## src/rtl/serial_subtractor.sv

```systemverilog
// serial_subtractor: bit-serial a - b, one bit per clock, LSB first, through a
// single full-subtractor cell. Start/done handshake; results held until the
// next accepted start.
// Optional feature macro: ADD_MODE_EN adds a `sub` input. sub=0 selects a + b
// through the same cell, with carry replacing borrow.
module serial_subtractor #(
   parameter int WIDTH = 32
) (
   input  logic             clk,
   input  logic             rst,
   input  logic             start,
   input  logic [WIDTH-1:0] a,
   input  logic [WIDTH-1:0] b,
`ifdef ADD_MODE_EN
   input  logic             sub,
`endif
   output logic             busy,
   output logic             done,
   output logic [WIDTH-1:0] diff,
   output logic             borrow,
   output logic             overflow
);

   typedef enum logic [1:0] {
      S_IDLE = 2'd0,
      S_RUN  = 2'd1,
      S_DONE = 2'd2
   } state_t;

   // Counter is WIDTH bits wide so it can never wrap inside RUN.
   localparam logic [WIDTH-1:0] LAST_CNT = WIDTH'(WIDTH - 1);
   localparam logic [WIDTH-1:0] CNT_ONE  = WIDTH'(1);

   // One serial cell. Returns {borrow/carry out, result bit}.
   // Subtract: d = a^b^br, br' = (~a & b) | (~(a^b) & br).
   // Add:      d = a^b^c,  c'  = majority(a, b, c).
   function automatic logic [1:0] serial_cell(input logic ai, input logic bi,
                                              input logic cin, input logic is_sub);
      logic d;
      logic cout;
      d = ai ^ bi ^ cin;
      if (is_sub) begin
         cout = (~ai & bi) | (~(ai ^ bi) & cin);
      end else begin
         cout = (ai & bi) | (ai & cin) | (bi & cin);
      end
      return {cout, d};
   endfunction

   state_t           state_q, state_d;
   logic [WIDTH-1:0] a_q, a_d;
   logic [WIDTH-1:0] b_q, b_d;
   logic [WIDTH-1:0] diff_q, diff_d;
   logic [WIDTH-1:0] cnt_q, cnt_d;
   logic             cb_q, cb_d;
   logic             borrow_q, borrow_d;
   logic             overflow_q, overflow_d;
   logic             busy_q, busy_d;
   logic             done_q, done_d;
   logic             sub_mode_s;
   logic             sub_capture_s;
   logic [1:0]       cell_s;

`ifdef ADD_MODE_EN
   logic sub_q, sub_d;
   assign sub_mode_s    = sub_q;
   assign sub_capture_s = sub;
`else
   assign sub_mode_s    = 1'b1;
   assign sub_capture_s = 1'b1;
`endif

   // State register.
   always_ff @(posedge clk) begin
      if (rst) begin
         state_q <= S_IDLE;
      end else begin
         state_q <= state_d;
      end
   end

   // Next-state logic: IDLE -> RUN on start, RUN -> DONE after the MSB, DONE -> IDLE.
   always_comb begin
      state_d = state_q;
      case (state_q)
         S_IDLE: begin
            if (start) begin
               state_d = S_RUN;
            end else begin
               state_d = S_IDLE;
            end
         end
         S_RUN: begin
            if (cnt_q == LAST_CNT) begin
               state_d = S_DONE;
            end else begin
               state_d = S_RUN;
            end
         end
         S_DONE:  state_d = S_IDLE;
         default: state_d = S_IDLE;
      endcase
   end

   // Datapath: capture operands on start, run the serial cell during RUN.
   always_comb begin
      a_d        = a_q;
      b_d        = b_q;
      diff_d     = diff_q;
      cnt_d      = cnt_q;
      cb_d       = cb_q;
      borrow_d   = borrow_q;
      overflow_d = overflow_q;
`ifdef ADD_MODE_EN
      sub_d      = sub_q;
`endif
      cell_s     = serial_cell(a_q[0], b_q[0], cb_q, sub_mode_s);
      case (state_q)
         S_IDLE: begin
            if (start) begin
               a_d   = a;
               b_d   = b;
               cb_d  = 1'b0;
               cnt_d = {WIDTH{1'b0}};
`ifdef ADD_MODE_EN
               sub_d = sub_capture_s;
`endif
            end else begin
               cnt_d = cnt_q;
            end
         end
         S_RUN: begin
            a_d    = {1'b0, a_q[WIDTH-1:1]};
            b_d    = {1'b0, b_q[WIDTH-1:1]};
            cb_d   = cell_s[1];
            diff_d = {cell_s[0], diff_q[WIDTH-1:1]};
            cnt_d  = cnt_q + CNT_ONE;
            if (cnt_q == LAST_CNT) begin
               // Here a_q[0]/b_q[0] are the operand sign bits and cell_s[0] the result sign.
               borrow_d = cell_s[1];
               if (sub_mode_s) begin
                  overflow_d = (a_q[0] != b_q[0]) && (cell_s[0] != a_q[0]);
               end else begin
                  overflow_d = (a_q[0] == b_q[0]) && (cell_s[0] != a_q[0]);
               end
            end else begin
               borrow_d   = borrow_q;
               overflow_d = overflow_q;
            end
         end
         S_DONE:  cnt_d = cnt_q;
         default: cnt_d = cnt_q;
      endcase
      busy_d = (state_d != S_IDLE);
      done_d = (state_d == S_DONE);
   end

   // Datapath and handshake registers; reset clears everything, aborting any operation.
   always_ff @(posedge clk) begin
      if (rst) begin
         a_q        <= {WIDTH{1'b0}};
         b_q        <= {WIDTH{1'b0}};
         diff_q     <= {WIDTH{1'b0}};
         cnt_q      <= {WIDTH{1'b0}};
         cb_q       <= 1'b0;
         borrow_q   <= 1'b0;
         overflow_q <= 1'b0;
         busy_q     <= 1'b0;
         done_q     <= 1'b0;
`ifdef ADD_MODE_EN
         sub_q      <= 1'b1;
`endif
      end else begin
         a_q        <= a_d;
         b_q        <= b_d;
         diff_q     <= diff_d;
         cnt_q      <= cnt_d;
         cb_q       <= cb_d;
         borrow_q   <= borrow_d;
         overflow_q <= overflow_d;
         busy_q     <= busy_d;
         done_q     <= done_d;
`ifdef ADD_MODE_EN
         sub_q      <= sub_d;
`endif
      end
   end

   // Outputs come straight from registers.
   always_comb begin
      busy     = busy_q;
      done     = done_q;
      diff     = diff_q;
      borrow   = borrow_q;
      overflow = overflow_q;
   end

endmodule
```

## config.mk

```make
export PLATFORM = sky130hd
export DESIGN_NAME = serial_subtractor
export DESIGN_NICKNAME = d
export VERILOG_FILES = /design/src/rtl/serial_subtractor.sv
export SDC_FILE = /design/constraint.sdc
export NUM_CORES = 1
export LEC_CHECK = 0
export BUFFER_PORTS_ARGS = -buffer_cell sky130_fd_sc_hd__buf_4
export CAP_MARGIN = 10
export CORE_ASPECT_RATIO = 0.7
export CORE_MARGIN = 2
export CORE_UTILIZATION = 45
export CTS_CLUSTER_SIZE = 24
export DETAILED_ROUTE_END_ITERATION = 10
export PLACE_DENSITY = 0.75
export SYNTH_ARGS = -nofsm -noshare
export SYNTH_HDL_FRONTEND = slang
export SYNTH_SLANG_ARGS = --single-unit
```

## constraint.sdc

```tcl
create_clock -name clk -period 1.7 [get_ports clk]
set_input_delay 0.085 -clock clk [delete_from_list [all_inputs] [get_ports clk]]
set_output_delay 0.085 -clock clk [all_outputs]
set_load 0.02 [all_outputs]
```

==> impl_summary.log, run 1 <==
INFO  metric area_of_the_mapped_netlist = 0.005789 mm²
INFO  metric cts-buffers-inserted = 17
INFO  metric mostFrequentLayoutCell = sky130_fd_sc_hd__buf_4
INFO  metric finalSetupViolCount = 8
INFO  metric post_synth_xor_xnor_area = 0.1513%
INFO  metric hpwl = 10.24 mm
INFO  metric detail_route.wirelength = 15.73 mm
INFO  metric cap_violations = 0
INFO  metric tritoncts = built
INFO  metric die_area = 0.01380 mm²
INFO  metric area.growth.synth_to_final = 34.56%
INFO  metric yosys.area_share.simple = 21.98%
INFO  metric power-per-cell-area = 1005 mW/mm²
INFO  metric finalHoldViolations = 0
INFO  metric synthAdderAreaFrac = 0.7780%
INFO  metric fmaxAchievable = 560.9 MHz
INFO  metric worst_slew_pin_tran = 0.6743 ns
INFO  metric dr.first_iter.drc_count = 443
INFO  metric crit_arrival = 2.08 ns
INFO  metric synth-seq-cells = 135
INFO  metric postSynth.asyncResetShare = 0%
INFO  metric io-pin-count = 103
INFO  metric number_of_global_route_vias_before_repair = 5368
INFO  metric synth.area.mux_share = 3.652%
INFO  metric grt_first_pass_wirelength = 25.56 mm
INFO  metric detail-route-antenna-nets = 0
INFO  metric worstSkewPairLatency = 0.41 ns
INFO  metric grt_overflow_total = 0
INFO  metric clk_pin_slew = 0.07 ns
INFO  metric ir_drop = 0.6183 mV
INFO  metric synth-compound-area-share = 21.29%
INFO  metric clock-sinks = 135
INFO  metric synth-seq-area-share = 46.68%
INFO  metric die_y = 98.90 µm
INFO  metric grt_antenna_before_repair = 0
INFO  metric rsz_0062_raised_after_global_routing = true
INFO  metric holdCritPathClass = input pin to flop
INFO  metric startpoint_type = flop
INFO  metric finalCriticalPeriod = 1.783 ns
INFO  metric min_period_over_period = 104.9%
INFO  metric worstSetupPathType = flop to flop
INFO  metric drt_first_pass_iters = 4
INFO  metric tns = -0.2811 ns
INFO  metric clk_path_buf_depth = 2
INFO  metric synth_edf_count = 0
INFO  metric timing.critical_path.required = 1.99 ns
INFO  metric skew = 0.01020 ns
INFO  metric fp.dieW = 139.6 µm
INFO  metric globalRouteTotalUtil = 22.23%
INFO  metric r2r-start = cnt_q[19]$_SDFFE_PP0P_
INFO  metric clock_tree.htree_level_count = 4
INFO  metric core-area = 0.01251 mm²
INFO  metric slew_viol_final = 0
INFO  metric multi_input_comb_area = 0.003029 mm²
INFO  metric nets = 863
INFO  metric initial_utilization = 46.29%
INFO  metric mostFrequentLayoutCells = sky130_fd_sc_hd__buf_4, sky130_fd_sc_hd__dfxtp_1, sky130_fd_sc_hd__nor2_1
INFO  metric finalWorstSetupSlack = -0.08272 ns
INFO  metric timing.reg2reg.setup_slack = -0.08 ns
INFO  metric dpl_worst_slack = -0.1132 ns
INFO  metric place_congestion = 0.8959
INFO  metric crit_start = cnt_q[19]$_SDFFE_PP0P_
INFO  metric route.vias.total = 5583
INFO  metric cellLeakagePower = 0.003059 µW
INFO  metric timing.hold.worst.start = b[18]
INFO  metric total_power = 7828 µW
INFO  metric ctsRootBufferMaster = sky130_fd_sc_hd__clkbuf_16
INFO  metric detail_route.drc_violations = 0
INFO  metric floorplan.rows = 34
INFO  metric violations = negative setup slack
INFO  metric numPortBuffers = 102
INFO  metric drive_above_1_share = 32.75%
INFO  metric avgViaCountPerCell = 5.768
INFO  metric avgSynthCellArea = 8.514 µm²
INFO  metric synth_top_family_by_area = simple AND/OR/NAND/NOR gates
INFO  metric crit_path_max_fanout = 5
INFO  metric yosys_most_used_dff = sky130_fd_sc_hd__dfxtp_1
INFO  metric yosysUniqueCellTypes = 53
INFO  metric antenna_cells_inserted = 0
INFO  metric detail_route.wl_per_cell = 16.25 µm
INFO  metric synthesis.yosys.warnings = 0
INFO  metric synth_cells = 680
INFO  metric synthesis.nets = 750
INFO  metric cp-end-kind = flop
INFO  metric max_slew_margin = 55.05%
INFO  metric outcome = finished, violations left
INFO  metric fin_util = 62.28%
INFO  metric grt_start_max_net_pins = 62
INFO  metric num-fill-cells = 1037
INFO  metric seqCellArea = 0.002719 mm²
==> final cells by class <==
| cell class | instances | area share, % |
|---|---|---|
| Multi-Input combinational cell | 477 | 38.89 |
| Inverter | 8 | 0.3855 |
| Clock buffer | 17 | 5.461 |
| Timing Repair Buffer | 154 | 15.74 |
| Sequential cell | 135 | 34.90 |
| Clock inverter | 15 | 2.024 |
| Tap cell | 162 | 2.602 |
==> flip-flops by register name, summed over array words and instances (netlist names) <==
name / flops
state_q: 2
b_q: 32
done: 1
borrow: 1
a_q: 32
cb_q: 1
cnt_q: 32
diff: 32
overflow: 1
busy: 1
==> cells by family (layout without fill, tap and decap cells) <==
group | Yosys count | in the layout
buffers and inverters | 68 | 194
adder cells (fa/ha/maj) | 3 | 3
flip-flops | 135 | 135
AND/OR/NAND/NOR | 265 | 265
multiplexers | 19 | 19
XOR/XNOR | 1 | 1
AO/OA/AOI/OAI | 189 | 189
==> critical path, cell delays in order (launching register included) <==
cell	delay (ns)
sky130_fd_sc_hd__dfxtp_1	0.44
sky130_fd_sc_hd__and3_2	0.26
sky130_fd_sc_hd__nand4_1	0.19
sky130_fd_sc_hd__buf_4	0.21
sky130_fd_sc_hd__nor3_2	0.21
sky130_fd_sc_hd__mux2_2	0.35
==> metrics by stage <==
step / hold WS [ns] / std cells / cell area (µm²)
floorplan: 0.2333 / 680 / 5806
global placement: 0.3199 / 928 / 6880
detailed placement: 0.3332 / 928 / 6880
CTS: 0.01540 / 964 / 7621
global route: 0.02000 / 968 / 7790
finish: 0.02558 / 968 / 7790
==> per-layer routing <==
metal / wire, µm / global-route usage [%] / vias up
met3: 878 / 5.394 / 32
met1: 7142 / 29.50 / 2646
li1: - / - / 2718
met4: 284 / 6.385 / 0
met5: 0 / 0 / -
met2: 7428 / 36.43 / 187
==> power by group <==
group | total (µW) | internal (µW) | switching (µW)
combinational | 791 | 361 | 430
sequential | 3420 | 3330 | 90.3
clock | 3620 | 2070 | 1550
==> Yosys cell counts (3+ instances only) <==
master	n	area share, %
sky130_fd_sc_hd__a22oi_1	4	0.52
sky130_fd_sc_hd__nor2_1	93	6.0
sky130_fd_sc_hd__nand2_1	82	5.3
sky130_fd_sc_hd__and4_1	4	0.61
sky130_fd_sc_hd__o211ai_1	4	0.52
sky130_fd_sc_hd__buf_4	4	0.52
sky130_fd_sc_hd__a211oi_1	62	8.0
sky130_fd_sc_hd__dfxtp_1	135	47
sky130_fd_sc_hd__nor2b_1	3	0.32
sky130_fd_sc_hd__buf_1	6	0.39
sky130_fd_sc_hd__nor4_1	15	1.6
sky130_fd_sc_hd__o22ai_1	62	6.7
sky130_fd_sc_hd__mux2_2	17	3.3
sky130_fd_sc_hd__or3_1	6	0.65
sky130_fd_sc_hd__nand4_1	10	1.1
sky130_fd_sc_hd__clkbuf_1	43	2.8
sky130_fd_sc_hd__o311ai_0	5	0.76
sky130_fd_sc_hd__inv_1	6	0.39
sky130_fd_sc_hd__nor3b_1	11	1.4
sky130_fd_sc_hd__nand3_1	8	0.69
sky130_fd_sc_hd__a21oi_1	45	3.9
sky130_fd_sc_hd__or4_1	5	0.65
sky130_fd_sc_hd__nor3_1	9	0.78
sky130_fd_sc_hd__buf_6	4	0.78
==> worst paths after layout <==
kind | end | depth (start not counted)
setup / recovery | cnt_q[29]$_SDFFE_PP0P_ | 5
hold / removal | b_q[18]$_SDFFE_PP0P_ | 3
setup reg to reg | cnt_q[29]$_SDFFE_PP0P_ | 5
hold reg to reg | diff[4]$_SDFFE_PP0P_ | 2
==> what timing repair did <==
action	CTS	global route
hold buffers	2	0
endpoints found under the setup margin	15	25
setup buffers	2	4
gates resized for setup	25	41
pin swaps	7	19
endpoints found under the hold margin	2	0
Power figures use the tool's default switching activity.
==> run 2: changes to the inputs <==
- CORE_MARGIN: 2 -> default
==> impl_summary.log, run 2 (same netlist as run 1, synthesis figures left out) <==
INFO  metric outcome = finished, violations left
INFO  metric violations = negative setup slack
INFO  metric grt.busiest_layer = met2
INFO  metric die_area = 0.01333 mm²
INFO  metric nets = 864
INFO  metric detail-route-antenna-nets = 0
INFO  metric place_congestion = 0.8835
INFO  metric swShare = 25.22%
INFO  metric tritoncts = built
INFO  metric max_slew_margin = 47.35%
INFO  metric number_of_cells_after_detailed_placement = 924
INFO  metric crit_path_max_fanout = 3
INFO  metric io-pin-count = 103
INFO  metric number_of_global_route_vias_before_repair = 5236
INFO  metric mostFrequentLayoutCell = sky130_fd_sc_hd__buf_4
INFO  metric cellLeakagePower = 0.003082 µW
INFO  metric combPwrFrac = 9.8%
INFO  metric hpwl = 9.827 mm
INFO  metric finalWorstSetupSlack = -0.07658 ns
INFO  metric area.growth.synth_to_final = 35.14%
INFO  metric ir_drop = 0.7573 mV
INFO  metric die_y = 96.90 µm
INFO  metric globalRouteTotalUtil = 23.66%
INFO  metric placed_cell_area = 0.006875 mm²
INFO  metric worst_slew_pin_tran = 0.7897 ns
INFO  metric min_period_over_period = 104.5%
INFO  metric grt_overflow_total = 0
INFO  metric worstSetupPathType = flop to flop
INFO  metric startpoint_type = flop
INFO  metric finish.instance_area = 0.007824 mm²
INFO  metric finalHoldViolations = 0
INFO  metric initial_utilization = 46.45%
INFO  metric power.clock.fraction = 48.2%
INFO  metric finalCriticalPeriod = 1.777 ns
INFO  metric route.vias.total = 5626
INFO  metric fp.dieW = 137.6 µm
INFO  metric grt_util_met2 = 36.80%
INFO  metric slew_viol_final = 0
INFO  metric worstSkewPairLatency = 0.43 ns
INFO  metric detail_route.drc_violations = 0
INFO  metric clk_path_buf_depth = 2
INFO  metric cp-end-kind = flop
INFO  metric globalRouteMet1Util = 31.47%
INFO  metric cap_violations = 0
INFO  metric skew = 0.008011 ns
INFO  metric rsz_0062_raised_after_global_routing = true
INFO  metric groute.layer.met3.usage = 6.813%
INFO  metric floorplan.rows = 34
INFO  metric instances_no_fill = 969
INFO  metric clk_pin_slew = 0.06 ns
INFO  metric fin_util = 62.77%
INFO  metric clock_tree.htree_level_count = 4
INFO  metric avgViaCountPerCell = 5.806
INFO  metric grt_start_max_net_pins = 76
INFO  metric timing.critical_path.required = 2.03 ns
INFO  metric ctsRootBufferMaster = sky130_fd_sc_hd__clkbuf_16
INFO  metric mostFrequentLayoutCells = sky130_fd_sc_hd__buf_4, sky130_fd_sc_hd__dfxtp_1, sky130_fd_sc_hd__nor2_1
INFO  metric dr.first_iter.drc_count = 417
INFO  metric crit_arrival = 2.10 ns
INFO  metric fmaxAchievable = 562.9 MHz
INFO  metric drive_above_1_share = 31.85%
INFO  metric antenna_cells_inserted = 0
INFO  metric slowest_delay = 0.47 ns
INFO  metric crit_path_top_delay_cell = sky130_fd_sc_hd__or4b_1
INFO  metric tns = -0.1751 ns
INFO  metric grt_first_pass_wirelength = 25.26 mm
INFO  metric total_power = 8101 µW
INFO  metric clock-sinks = 135
INFO  metric cts-buffers-inserted = 17
INFO  metric power-per-cell-area = 1035 mW/mm²
INFO  metric switchingPower = 2043 µW
INFO  metric pwr-share-seq = 42.0%
INFO  metric grt_antenna_before_repair = 0
INFO  metric detail_route.wl_per_cell = 16.48 µm
INFO  metric finalSetupViolCount = 8
INFO  metric crit_chain = ha_4 > nand4_2 > or3_4 > or4b_1 > a31oi_1
INFO  metric detail_route.wirelength = 15.97 mm
INFO  metric holdCritPathClass = input pin to flop
INFO  metric numPortBuffers = 102
INFO  metric drt_first_pass_iters = 5
INFO  metric core-area = 0.01246 mm²
INFO  metric cellInternalPower = 6059 µW
==> run 2: cell count changes in the layout (fill, tap and decap cells not counted), sizes merged <==
cell	delta
bufinv	+2
clkbuf	+1
clkinv	-2
dlygate4sd3	+1
inv	-1
==> run 2: final cells by class <==
cell class                      instances  area (µm²)
Clock inverter                         14       182.7
Multi-Input combinational cell        477        2972
Timing Repair Buffer                  155        1257
Sequential cell                       135        2740
Clock buffer                           18       439.2
Inverter                                8       30.03
Fill cell                            1022        4641
Tap cell                              162       202.7
==> run 2: stage by stage <==
step           setup slack, ns  hold WS (ns)
6_report              -0.07658      0.003735
5_1_grt                -0.1598      0.009114
4_1_cts               -0.02672     0.0002445
3_5_place_dp           -0.1474        0.3513
3_3_place_gp          -0.07418        0.3210
2_1_floorplan          0.01797        0.2333
==> run 2: what timing repair did <==
item / CTS / global route
setup buffers: 3 / 7
gates resized for setup: 20 / 43
pin swaps: 5 / 14
hold endpoints to repair: 2 / 1
hold buffers: 2 / 1
setup endpoints to repair: 18 / 25
==> run 2: power groups by stage <==
stage / logic (µW) / clock network [µW] / registers [µW]
after floorplan: 493 / 0 / 3470
after global placement: 743 / 0 / 3480
after detailed placement: 769 / 0 / 3480
after CTS: 783 / 3930 / 3410
after global routing: 868 / 4080 / 3420
final: 791 / 3900 / 3410
==> run 2: worst paths after layout <==
kind	cells past startpoint	slack [ns]	endpoint	startpoint
worst max-delay path	5	-0.08	cnt_q[24]$_SDFFE_PP0P_	cnt_q[0]$_SDFFE_PP0P_
worst min-delay path	3	0.004	b_q[13]$_SDFFE_PP0P_	b[13]
worst max register to register	5	-0.08	cnt_q[24]$_SDFFE_PP0P_	cnt_q[0]$_SDFFE_PP0P_
worst min register to register	2	0.47	diff[0]$_SDFFE_PP0P_	diff[0]$_SDFFE_PP0P_
==> run 2: metal layers <==
layer	part of all wire [%]	vias to the layer above	routed length [µm]
li1	-	2723	-
met1	45	2690	7240
met2	48	187	7631
met3	5.5	26	886
met4	1.3	0	213
met5	0	-	0
==> run 2: critical path: cells and delay by family (launching register included) <==
family / cells / cell delay (ns)
flip-flops: 1 / 0.35
AND/OR/NAND/NOR: 3 / 0.98
AO/OA/AOI/OAI: 1 / 0.20
adder cells (fa/ha/maj): 1 / 0.15
==> run 3: changes to the inputs <==
- CORE_MARGIN: default -> 5
- GPL_ROUTABILITY_DRIVEN: default -> 0
==> impl_summary.log, run 3 (same netlist as run 1, synthesis figures left out) <==
INFO  metric outcome = finished, violations left
INFO  metric power-per-cell-area = 1031 mW/mm²
INFO  metric detail_route.wirelength = 16.38 mm
INFO  metric grt_start_max_net_pins = 63
INFO  metric initial_utilization = 46.29%
INFO  metric worstSkewPairLatency = 0.42 ns
INFO  metric core-area = 0.01251 mm²
INFO  metric combPwrFrac = 9.8%
INFO  metric floorplan.rows = 34
INFO  metric drt_first_pass_iters = 5
INFO  metric cellLeakagePower = 0.003040 µW
INFO  metric fp.dieW = 145.6 µm
INFO  metric clock_tree.htree_level_count = 4
INFO  metric grt_overflow_total = 0
INFO  metric max_slew_margin = 57.49%
INFO  metric crit_path_max_fanout = 4
INFO  metric startpoint_type = flop
INFO  metric area.growth.synth_to_final = 34.62%
INFO  metric tritoncts = built
INFO  metric min_period_over_period = 102.3%
INFO  metric drive_above_1_share = 31.97%
INFO  metric total_power = 8038 µW
INFO  metric holdCritPathClass = input pin to flop
INFO  metric detail_route.wl_per_cell = 16.96 µm
INFO  metric grt_first_pass_wirelength = 26.17 mm
INFO  metric fin_util = 62.31%
INFO  metric placed_cell_area = 0.006868 mm²
INFO  metric die_area = 0.01527 mm²
INFO  metric finish.instance_area = 0.007794 mm²
INFO  metric clk_pin_slew = 0.06 ns
INFO  metric pwr-share-seq = 42.5%
INFO  metric mostFrequentLayoutCell = sky130_fd_sc_hd__buf_4
INFO  metric finalCriticalPeriod = 1.739 ns
INFO  metric r2r_cells = 5
INFO  metric slew_viol_final = 0
INFO  metric power.clock.fraction = 47.7%
INFO  metric timing.critical_path.required = 2.00 ns
INFO  metric numPortBuffers = 102
INFO  metric dr.first_iter.drc_count = 483
INFO  metric clk_path_buf_depth = 2
INFO  metric finalWorstSetupSlack = -0.03867 ns
INFO  metric r2r-start = cnt_q[20]$_SDFFE_PP0P_
INFO  metric timing.reg2reg.setup_slack = -0.04 ns
INFO  metric timing.hold.worst_path_depth = 3
INFO  metric switchingPower = 2024 µW
INFO  metric antenna_cells_inserted = 0
INFO  metric skew = 0.01743 ns
INFO  metric clock-sinks = 135
INFO  metric ctsRootBufferMaster = sky130_fd_sc_hd__clkbuf_16
INFO  metric mostFrequentLayoutCells = sky130_fd_sc_hd__buf_4, sky130_fd_sc_hd__dfxtp_1, sky130_fd_sc_hd__nor2_1
INFO  metric detail_route.drc_violations = 0
INFO  metric finalSetupViolCount = 2
INFO  metric number_of_global_route_vias_before_repair = 5348
INFO  metric cap_violations = 0
INFO  metric cts-buffers-inserted = 17
INFO  metric cp-end-kind = flop
INFO  metric crit_arrival = 2.04 ns
INFO  metric finalHoldViolations = 0
INFO  metric grt_antenna_before_repair = 0
INFO  metric violations = negative setup slack
INFO  metric worst_r2r_endpoint = cnt_q[30]$_SDFFE_PP0P_
INFO  metric rsz_0062_raised_after_global_routing = true
INFO  metric route.vias.total = 5728
INFO  metric fmaxAchievable = 575.2 MHz
INFO  metric globalRouteTotalUtil = 20.22%
INFO  metric timing.hold.worst.start = a[15]
INFO  metric worst_slew_pin_tran = 0.6377 ns
INFO  metric nets = 861
INFO  metric detail-route-antenna-nets = 0
INFO  metric hpwl = 10.17 mm
INFO  metric worst_hold_end = a_q[15]$_SDFFE_PP0P_
INFO  metric ir_drop = 0.6632 mV
INFO  metric avgViaCountPerCell = 5.930
INFO  metric swShare = 25.18%
INFO  metric worstSetupPathType = flop to flop
INFO  metric die_y = 104.9 µm
INFO  metric cellInternalPower = 6014 µW
INFO  metric io-pin-count = 103
==> run 3: changes by cell type in the layout (fill, tap and decap cells not counted), moves of 2 or more <==
cell                       before  now
sky130_fd_sc_hd__o311ai_1       2    0
sky130_fd_sc_hd__dfxtp_4        6    0
sky130_fd_sc_hd__o311ai_0       3    5
sky130_fd_sc_hd__nand3_2        1    3
sky130_fd_sc_hd__inv_8          1    3
sky130_fd_sc_hd__nor3_4         3    1
sky130_fd_sc_hd__clkbuf_8       1    3
sky130_fd_sc_hd__buf_4        143  139
sky130_fd_sc_hd__dfxtp_2       12   17
sky130_fd_sc_hd__nand2_1       80   78
sky130_fd_sc_hd__inv_6          6    4
sky130_fd_sc_hd__nand2_2        2    4
==> run 3: worst max-delay path, stage by stage, from the launching register on <==
cell                      delay [ns]
sky130_fd_sc_hd__dfxtp_1        0.39
sky130_fd_sc_hd__and3_2         0.25
sky130_fd_sc_hd__nand4_1        0.20
sky130_fd_sc_hd__buf_4          0.20
sky130_fd_sc_hd__nor4_4         0.27
sky130_fd_sc_hd__mux2_4         0.32
==> run 3: cell type report <==
| cell class | count | area [µm²] |
|---|---|---|
| Inverter | 8 | 30.03 |
| Clock buffer | 20 | 466.7 |
| Timing Repair Buffer | 151 | 1229 |
| Sequential cell | 135 | 2724 |
| Fill cell | 1032 | 4713 |
| Clock inverter | 12 | 153.9 |
| Tap cell | 162 | 202.7 |
| Multi-Input combinational cell | 478 | 2988 |
==> run 3: how the worst max path moves through the flow <==
| stage | endpoint | startpoint | slack [ns] | cells after the start |
|---|---|---|---|---|
| floorplan | cnt_q[30]$_SDFFE_PP0P_ | cnt_q[1]$_SDFFE_PP0P_ | 0.02 | 5 |
| global route | cnt_q[24]$_SDFFE_PP0P_ | cnt_q[0]$_SDFFE_PP0P_ | -0.09 | 5 |
| detailed placement | cnt_q[30]$_SDFFE_PP0P_ | cnt_q[8]$_SDFFE_PP0P_ | -0.13 | 4 |
| finish | cnt_q[30]$_SDFFE_PP0P_ | cnt_q[20]$_SDFFE_PP0P_ | -0.04 | 5 |
| global placement | cnt_q[30]$_SDFFE_PP0P_ | cnt_q[1]$_SDFFE_PP0P_ | -0.06 | 5 |
| CTS | cnt_q[24]$_SDFFE_PP0P_ | cnt_q[8]$_SDFFE_PP0P_ | -0.03 | 4 |
==> run 3: power by group through the flow <==
stage	logic, µW	registers, µW	clock network [µW]
after floorplan	493	3470	0
after global placement	747	3470	0
after detailed placement	768	3480	0
after CTS	778	3420	3900
after global routing	867	3430	4060
final	784	3420	3840
==> run 3: through the flow <==
step	TNS (ns)	std cells	setup slack, ns	hold slack [ns]
after floorplan	0	680	0.01797	0.2333
after global placement	-0.1438	923	-0.05619	0.3300
after global routing	-0.4297	966	-0.09285	0.009425
final	-0.06685	966	-0.03867	0.01737
after detailed placement	-0.4852	923	-0.1269	0.3437
after CTS	-0.05136	962	-0.03088	0.0001056
==> run 3: per-layer routing <==
metal | GRT usage [%] | up-vias | wire, µm
li1 | - | 2723 | -
met1 | 26.45 | 2742 | 7134
met2 | 32.14 | 229 | 7892
met3 | 5.971 | 34 | 1078
met4 | 6.991 | 0 | 278
met5 | 0 | - | 0
==> run 3: what timing repair did <==
item | CTS | global route
endpoints found under the setup margin | 17 | 22
pin swaps | 7 | 9
hold buffers | 2 | 0
setup buffers | 5 | 3
hold endpoints to repair | 2 | 0
gates resized for setup | 13 | 45
gates cloned | 0 | 1
